**config.mk**
```make
export PLATFORM = sky130hd
export DESIGN_NAME = bitrev_reorder_buf_flat
export DESIGN_NICKNAME = d
export VERILOG_FILES = /design/src/rtl/bitrev_reorder_buf_if.sv /design/src/rtl/bitrev_reorder_buf.sv /design/src/flat_wrapper.sv
export SDC_FILE = /design/constraint.sdc
export NUM_CORES = 1
export LEC_CHECK = 0
export CORE_ASPECT_RATIO = 0.6
export CORE_MARGIN = 5
export CORE_UTILIZATION = 40
export DETAILED_ROUTE_END_ITERATION = 12
export HOLD_SLACK_MARGIN = 0.05
export PLACE_DENSITY = 0.64
export REMOVE_ABC_BUFFERS = 1
export SLEW_MARGIN = 25
export SYNTH_ARGS = -nofsm -noshare
export SYNTH_HDL_FRONTEND = slang
export SYNTH_SLANG_ARGS = --single-unit
```
**constraint.sdc**
```tcl
create_clock -name clk -period 3.2 [get_ports clk]
set_clock_uncertainty 0.1 [all_clocks]
set_input_delay 0.48 -clock clk [delete_from_list [all_inputs] [get_ports clk]]
set_output_delay 0.48 -clock clk [all_outputs]
set_load 0.1 [all_outputs]
```
**src/rtl/bitrev_reorder_buf_if.sv**
```systemverilog
// Stream handshake bundle (valid/ready/data) for bitrev_reorder_buf.
// The master drives valid/data and samples ready; the slave drives ready.
// Optional macro REORDER_LAST_EN adds a 'last' flag on the stream.
interface bitrev_reorder_buf_if #(
    parameter int width = 16
);
    logic             valid;
    logic             ready;
    logic [width-1:0] data;
`ifdef REORDER_LAST_EN
    logic             last;
`endif

`ifdef REORDER_LAST_EN
    modport master (output valid, output data, output last, input ready);
`else
    modport master (output valid, output data, input ready);
`endif
    modport slave  (input valid, input data, output ready);
endinterface

```
**src/rtl/bitrev_reorder_buf.sv**
```systemverilog
// bitrev_reorder_buf: ping-pong frame buffer that accepts samples in natural
// index order and returns each N = 2**LOG2N sample frame in bit-reversed order.
// One bank fills while the other drains, so both sides can stream at one
// sample per cycle indefinitely.
// Optional macro REORDER_LAST_EN: adds out_last (as out_if.last), high on the
// final sample of each reordered frame.
// All handshake outputs are registered: they are computed from next state, so
// they equal the purely state-derived values (in_ready = !full[wbank],
// out_valid = full[rbank]) while being driven straight from flops.
module bitrev_reorder_buf #(
    parameter int width = 16,
    parameter int LOG2N = 3
) (
    input  logic                       clk,
    input  logic                       clr_n,
    input  logic                       flush,
    bitrev_reorder_buf_if.slave        in_if,
    bitrev_reorder_buf_if.master       out_if
);

    localparam int N = 1 << LOG2N;
    typedef logic [LOG2N-1:0] idx_t;
    localparam idx_t LAST_IDX = idx_t'(N - 1);

    // Reverse the LOG2N index bits.
    function automatic idx_t bitrev(input idx_t v);
        idx_t r;
        for (int i = 0; i < LOG2N; i++) begin
            r[i] = v[LOG2N-1-i];
        end
        return r;
    endfunction

    logic [width-1:0] mem_q [2][N];

    logic             wbank_q, wbank_d;
    idx_t             wcnt_q,  wcnt_d;
    logic             rbank_q, rbank_d;
    idx_t             rcnt_q,  rcnt_d;
    logic [1:0]       full_q,  full_d;
    logic             in_ready_q,  in_ready_d;
    logic             out_valid_q, out_valid_d;
    logic [width-1:0] out_data_q,  out_data_d;
`ifdef REORDER_LAST_EN
    logic             out_last_q,  out_last_d;
`endif

    logic             wr_fire_s;
    logic             rd_fire_s;
    logic             mem_we_s;
    idx_t             rd_addr_s;
    logic [width-1:0] rd_word_s;

    // Next-state for bank pointers, counters, full flags, and registered outputs.
    always_comb begin
        wbank_d   = wbank_q;
        wcnt_d    = wcnt_q;
        rbank_d   = rbank_q;
        rcnt_d    = rcnt_q;
        full_d    = full_q;
        mem_we_s  = 1'b0;
        wr_fire_s = in_if.valid && in_ready_q;
        rd_fire_s = out_valid_q && out_if.ready;

        if (flush) begin
            // Flush wins over any same-cycle beat on either side.
            wbank_d = 1'b0;
            wcnt_d  = '0;
            rbank_d = 1'b0;
            rcnt_d  = '0;
            full_d  = 2'b00;
        end else begin
            if (wr_fire_s) begin
                mem_we_s = 1'b1;
                wcnt_d   = wcnt_q + idx_t'(1);
                if (wcnt_q == LAST_IDX) begin
                    full_d[wbank_q] = 1'b1;
                    wbank_d         = ~wbank_q;
                end else begin
                    wbank_d = wbank_q;
                end
            end else begin
                mem_we_s = 1'b0;
            end

            if (rd_fire_s) begin
                rcnt_d = rcnt_q + idx_t'(1);
                if (rcnt_q == LAST_IDX) begin
                    full_d[rbank_q] = 1'b0;
                    rbank_d         = ~rbank_q;
                end else begin
                    rbank_d = rbank_q;
                end
            end else begin
                rcnt_d = rcnt_q;
            end
        end

        // Word presented next cycle; forward the word being written this
        // cycle in case it lands on the address about to be presented.
        rd_addr_s = bitrev(rcnt_d);
        if (mem_we_s && (wbank_q == rbank_d) && (wcnt_q == rd_addr_s)) begin
            rd_word_s = in_if.data;
        end else begin
            rd_word_s = mem_q[rbank_d][rd_addr_s];
        end

        in_ready_d  = !full_d[wbank_d];
        out_valid_d = full_d[rbank_d];
        if (out_valid_d) begin
            out_data_d = rd_word_s;
        end else begin
            out_data_d = '0;
        end
`ifdef REORDER_LAST_EN
        out_last_d = out_valid_d && (rcnt_d == LAST_IDX);
`endif
    end

    // Control state and output registers with async reset.
    always_ff @(posedge clk or negedge clr_n) begin
        if (!clr_n) begin
            wbank_q     <= 1'b0;
            wcnt_q      <= '0;
            rbank_q     <= 1'b0;
            rcnt_q      <= '0;
            full_q      <= 2'b00;
            in_ready_q  <= 1'b1;
            out_valid_q <= 1'b0;
            out_data_q  <= '0;
`ifdef REORDER_LAST_EN
            out_last_q  <= 1'b0;
`endif
        end else begin
            wbank_q     <= wbank_d;
            wcnt_q      <= wcnt_d;
            rbank_q     <= rbank_d;
            rcnt_q      <= rcnt_d;
            full_q      <= full_d;
            in_ready_q  <= in_ready_d;
            out_valid_q <= out_valid_d;
            out_data_q  <= out_data_d;
`ifdef REORDER_LAST_EN
            out_last_q  <= out_last_d;
`endif
        end
    end

    // Sample storage; contents need no reset since full flags gate visibility.
    always_ff @(posedge clk) begin
        if (mem_we_s) begin
            mem_q[wbank_q][wcnt_q] <= in_if.data;
        end
    end

    assign in_if.ready  = in_ready_q;
    assign out_if.valid = out_valid_q;
    assign out_if.data  = out_data_q;
`ifdef REORDER_LAST_EN
    assign out_if.last  = out_last_q;
`endif

endmodule

```
**src/flat_wrapper.sv**
```systemverilog
// flat-port wrapper written by rule: the top's interface ports become plain ports
module bitrev_reorder_buf_flat 
#(
    parameter int width = 16,
    parameter int LOG2N = 3
)
  (clk, clr_n, flush, in_if_valid, in_if_data, in_if_ready, out_if_valid, out_if_data, out_if_ready);
  bitrev_reorder_buf_if #(.width(width)) in_if_i ();
  bitrev_reorder_buf_if #(.width(width)) out_if_i ();
  input  logic clk;
  input  logic clr_n;
  input  logic flush;
  input wire logic [$bits(in_if_i.valid)-1:0] in_if_valid;
  input wire logic [$bits(in_if_i.data)-1:0] in_if_data;
  output wire logic [$bits(in_if_i.ready)-1:0] in_if_ready;
  output wire logic [$bits(out_if_i.valid)-1:0] out_if_valid;
  output wire logic [$bits(out_if_i.data)-1:0] out_if_data;
  input wire logic [$bits(out_if_i.ready)-1:0] out_if_ready;
  assign in_if_i.valid = in_if_valid;
  assign in_if_i.data = in_if_data;
  assign in_if_ready = in_if_i.ready;
  assign out_if_valid = out_if_i.valid;
  assign out_if_data = out_if_i.data;
  assign out_if_i.ready = out_if_ready;
  bitrev_reorder_buf #(.width(width), .LOG2N(LOG2N)) u_core (.clk(clk), .clr_n(clr_n), .flush(flush), .in_if(in_if_i), .out_if(out_if_i));
endmodule
```
==> reports/qor.txt <==
Status -> complete, no violations
Crit end category -> register
Die Ht -> 141 microns
Port bufs -> 38
Most used cell, CP -> ha_1
Clock transition at path regs -> 0.07 ns
Die X -> 229 microns
Yosys cell types -> 43
Total congestion overflow -> 0
CTS Sinks -> 284
Std-Cell Rows -> 48
Vias in the first global route -> 6823
Share of cells above drive strength 1 -> 13.5%
Clk_lat worst skew -> 0.54 ns
Post-Syn Area -> 11500 sq um
Synth warn -> 0
Initial antenna violation count -> 0
Final setup margin -> 0.287 ns
DR WL/cell -> 20.8 microns
Mean Syn Cell Area -> 13.0 sq um
Post-synth EDFFs -> 256
Area delta synth->final -> 17.3%
CP Data Arrival Time -> 3.23 ns
Critical Path Max Stage Delay -> 0.46 ns
Final WL -> 27.9 mm
Max-cap violations -> 0
Setup crit start kind -> register
Worst Max-Slew Pin Slew -> 0.868 ns
Period minus WS final -> 2.91 ns
Clock root cell -> clkbuf_16
Clk buf depth -> 3
Global-route wire length before repair -> 42.5 mm
Final hold viol count -> 0
Slew headroom -> 42.1%
Data required, critical path -> 3.52 ns
Pleak -> 4.90 nW
Sequential cell area fraction in the yosys report -> 73.1%
Post-Synthesis Cells -> 885
RSZ-0062 raised after global routing -> false
NumNets Final -> 972
CTS-repair resized insts -> 0
DRT iter0 DRCs -> 793
CTS tree -> yes
CP Max Fanout -> 43
CTS Buf Count -> 25
H-tree depth -> 1
Drc violations -> 0
Type of the most critical hold path -> register to register
Global placement routability congestion -> 0.787
Dpl hpwl -> 15.9 mm
Area leader, netlist -> edfxtp_1
Slowest cell on crit path -> o41ai_1
ANT cells -> 0
CP Class -> register to register
Total track usage -> 17.2%
CORE AREA -> 28500 sq um
Top-area cell type share of the netlist area -> 67.0%
Async SR Flop Fraction -> 9.86%
Max Freq -> 0.343 GHz
Ys flop type -> edfxtp_1
Pre-antenna DRT Iters -> 8
I/O Pins -> 39
Final Max Slew Viols -> 0
Vias after detailed routing -> 7208
Largest net degree at the start of global routing -> 51
Flops & latches, synth -> 284
Setup WS pre-CTS -> 0.0851 ns
Antenna viol nets, final -> 0
Worst IR drop on VDD -> 0.000340 V
Pwr Density -> 550 nW/um^2
Initial Util -> 40.2%
Tcrit/Tclk final -> 91.0%
Ranking of synthesized cells by area -> edfxtp_1 67%, nand2_1 11%, dfrtp_1 5.9%, a31oi_1 3.5%, a22o_1 2.4%
Post-Route Setup TNS -> 0 ns
Vias per inst -> 5.38
Die area -> 32300 sq um
Final setup vio count -> 0
Cells along the critical path -> ha_1 > ha_1 > and3_1 > mux2i_4 > inv_4 > buf_12 > nand2_1 > a31oi_1 > o41ai_1 > nand3b_1 > a22o_1
[synthesized netlist by cell type, types with 4 or more instances]
| library cell | number |
|---|---|
| nand3_1 | 6 |
| buf_2 | 24 |
| nor3_1 | 5 |
| o41ai_1 | 15 |
| a22o_1 | 32 |
| a22oi_1 | 16 |
| a21oi_1 | 4 |
| ha_1 | 4 |
| xor2_1 | 4 |
| inv_1 | 4 |
| edfxtp_1 | 256 |
| a31oi_1 | 64 |
| nand3b_1 | 20 |
| clkbuf_1 | 19 |
| dfrtp_1 | 27 |
| nand2_1 | 328 |
| nor2_1 | 20 |
| buf_6 | 4 |
[flip-flops by register name (all words and copies together), names as in the netlist, 2 cells and up]
name / cells
u_core.full_q: 2
u_core.mem_q: 256
u_core.out_if.data: 16
u_core.rcnt_q: 3
u_core.wcnt_q: 3
[stage by stage]
step / utilization, % / power, mW / hold WS (ns) / cell area [sq um] / std cells
final: 47.2 / 7.41 / 0.450 / 13500 / 1339
after global routing: 47.2 / 7.64 / 0.467 / 13500 / 1339
after CTS: 47.2 / 7.45 / 0.445 / 13500 / 1339
after detailed placement: 44.1 / 4.32 / 0.433 / 12600 / 1294
after global placement: 44.1 / 4.32 / 0.448 / 12600 / 1294
after floorplan: - / 4.21 / 0.0844 / 11200 / 836
[kinds of logic after synthesis]
kind of cell	count (synthesis)	synth area share, %
and+or+nand+nor	391	13.9
DFF	284	73.1
AOI/OAI and AO/OA	143	9.44
buffers and inverters	54	2.32
xor gates and xnor gates	7	0.534
adders and majority gates	4	0.436
muxes	2	0.283
[critical path, delay by kind of cell, from the launching register on]
family | cells | cell delay, ns
compound gates | 3 | 0.74
fa+ha+maj | 2 | 0.31
buf+inv | 2 | 0.39
flops | 1 | 0.43
mux | 1 | 0.31
simple gates | 3 | 0.48
[cells in the final DEF (no fill, tap or decap), types with 2 or more instances in the layout]
| cell | n |
|---|---|
| buf_4 | 49 |
| a21oi_1 | 4 |
| nor2_2 | 13 |
| ha_1 | 4 |
| nand3_1 | 6 |
| clkdlybuf4s50_1 | 19 |
| clkinv_2 | 6 |
| nand2_1 | 328 |
| dfrtp_1 | 27 |
| nand2b_1 | 2 |
| a21o_1 | 2 |
| nor2_1 | 7 |
| a31oi_1 | 64 |
| or3_1 | 2 |
| a211oi_1 | 2 |
| a22o_1 | 32 |
| clkbuf_16 | 25 |
| buf_12 | 14 |
| edfxtp_1 | 256 |
| xnor2_1 | 3 |
| inv_1 | 4 |
| a21bo_2 | 2 |
| and3_1 | 2 |
| bufinv_16 | 4 |
| clkbuf_8 | 4 |
| xor2_1 | 4 |
| a22oi_1 | 16 |
| clkbuf_1 | 3 |
| nor3_2 | 4 |
| nand3b_1 | 20 |
| o41ai_1 | 15 |
[final timing paths]
path                                     from                endpoint  slack (ns)  cells after the start
max                          u_core.rcnt_q[1]  u_core.out_if.data[15]        0.29                     11
min                        u_core.in_if.ready        u_core.wcnt_q[2]        0.45                      2
max reg2reg                  u_core.rcnt_q[1]  u_core.out_if.data[15]        0.29                     11
min reg2reg                u_core.in_if.ready        u_core.wcnt_q[2]        0.45                      2
max in group asynchronous               clr_n  u_core.out_if.data[12]        1.95                      2
min in group asynchronous               clr_n   u_core.out_if.data[0]        0.51                      2
[layer usage]
layer,global-route usage (%),share of wire [%]
met5,0,0
met1,26.7,48
met4,3.24,1.9
met3,4.19,8.9
met2,24.7,42
[power by group]
| part | total (mW) | switching, mW | leakage [nW] | internal [mW] |
|---|---|---|---|---|
| Sequential | 4.08 | 0.0114 | 2.69 | 4.07 |
| Clock | 3.16 | 1.32 | 0.426 | 1.85 |
| Combinational | 0.161 | 0.106 | 1.78 | 0.0556 |
[what timing repair did]
| item | 4_1_cts | 5_1_grt |
|---|---|---|
| hold buffers | 1 | 0 |
| buffers inserted | 0 | 0 |
| hold endpoints to repair | 27 | 0 |
| setup endpoints to repair | 0 | 0 |
[layout make-up]
type	instances	area, sq um
fillers	2476	15100
inverters	5	21.3
clock inverters	12	163
clock buffers	32	692
well taps	375	469
multi-input cells	547	2870
flip-flops and latches	284	8390
repair buffers	84	853
No activity file was read; power rests on OpenSTA's default activity.
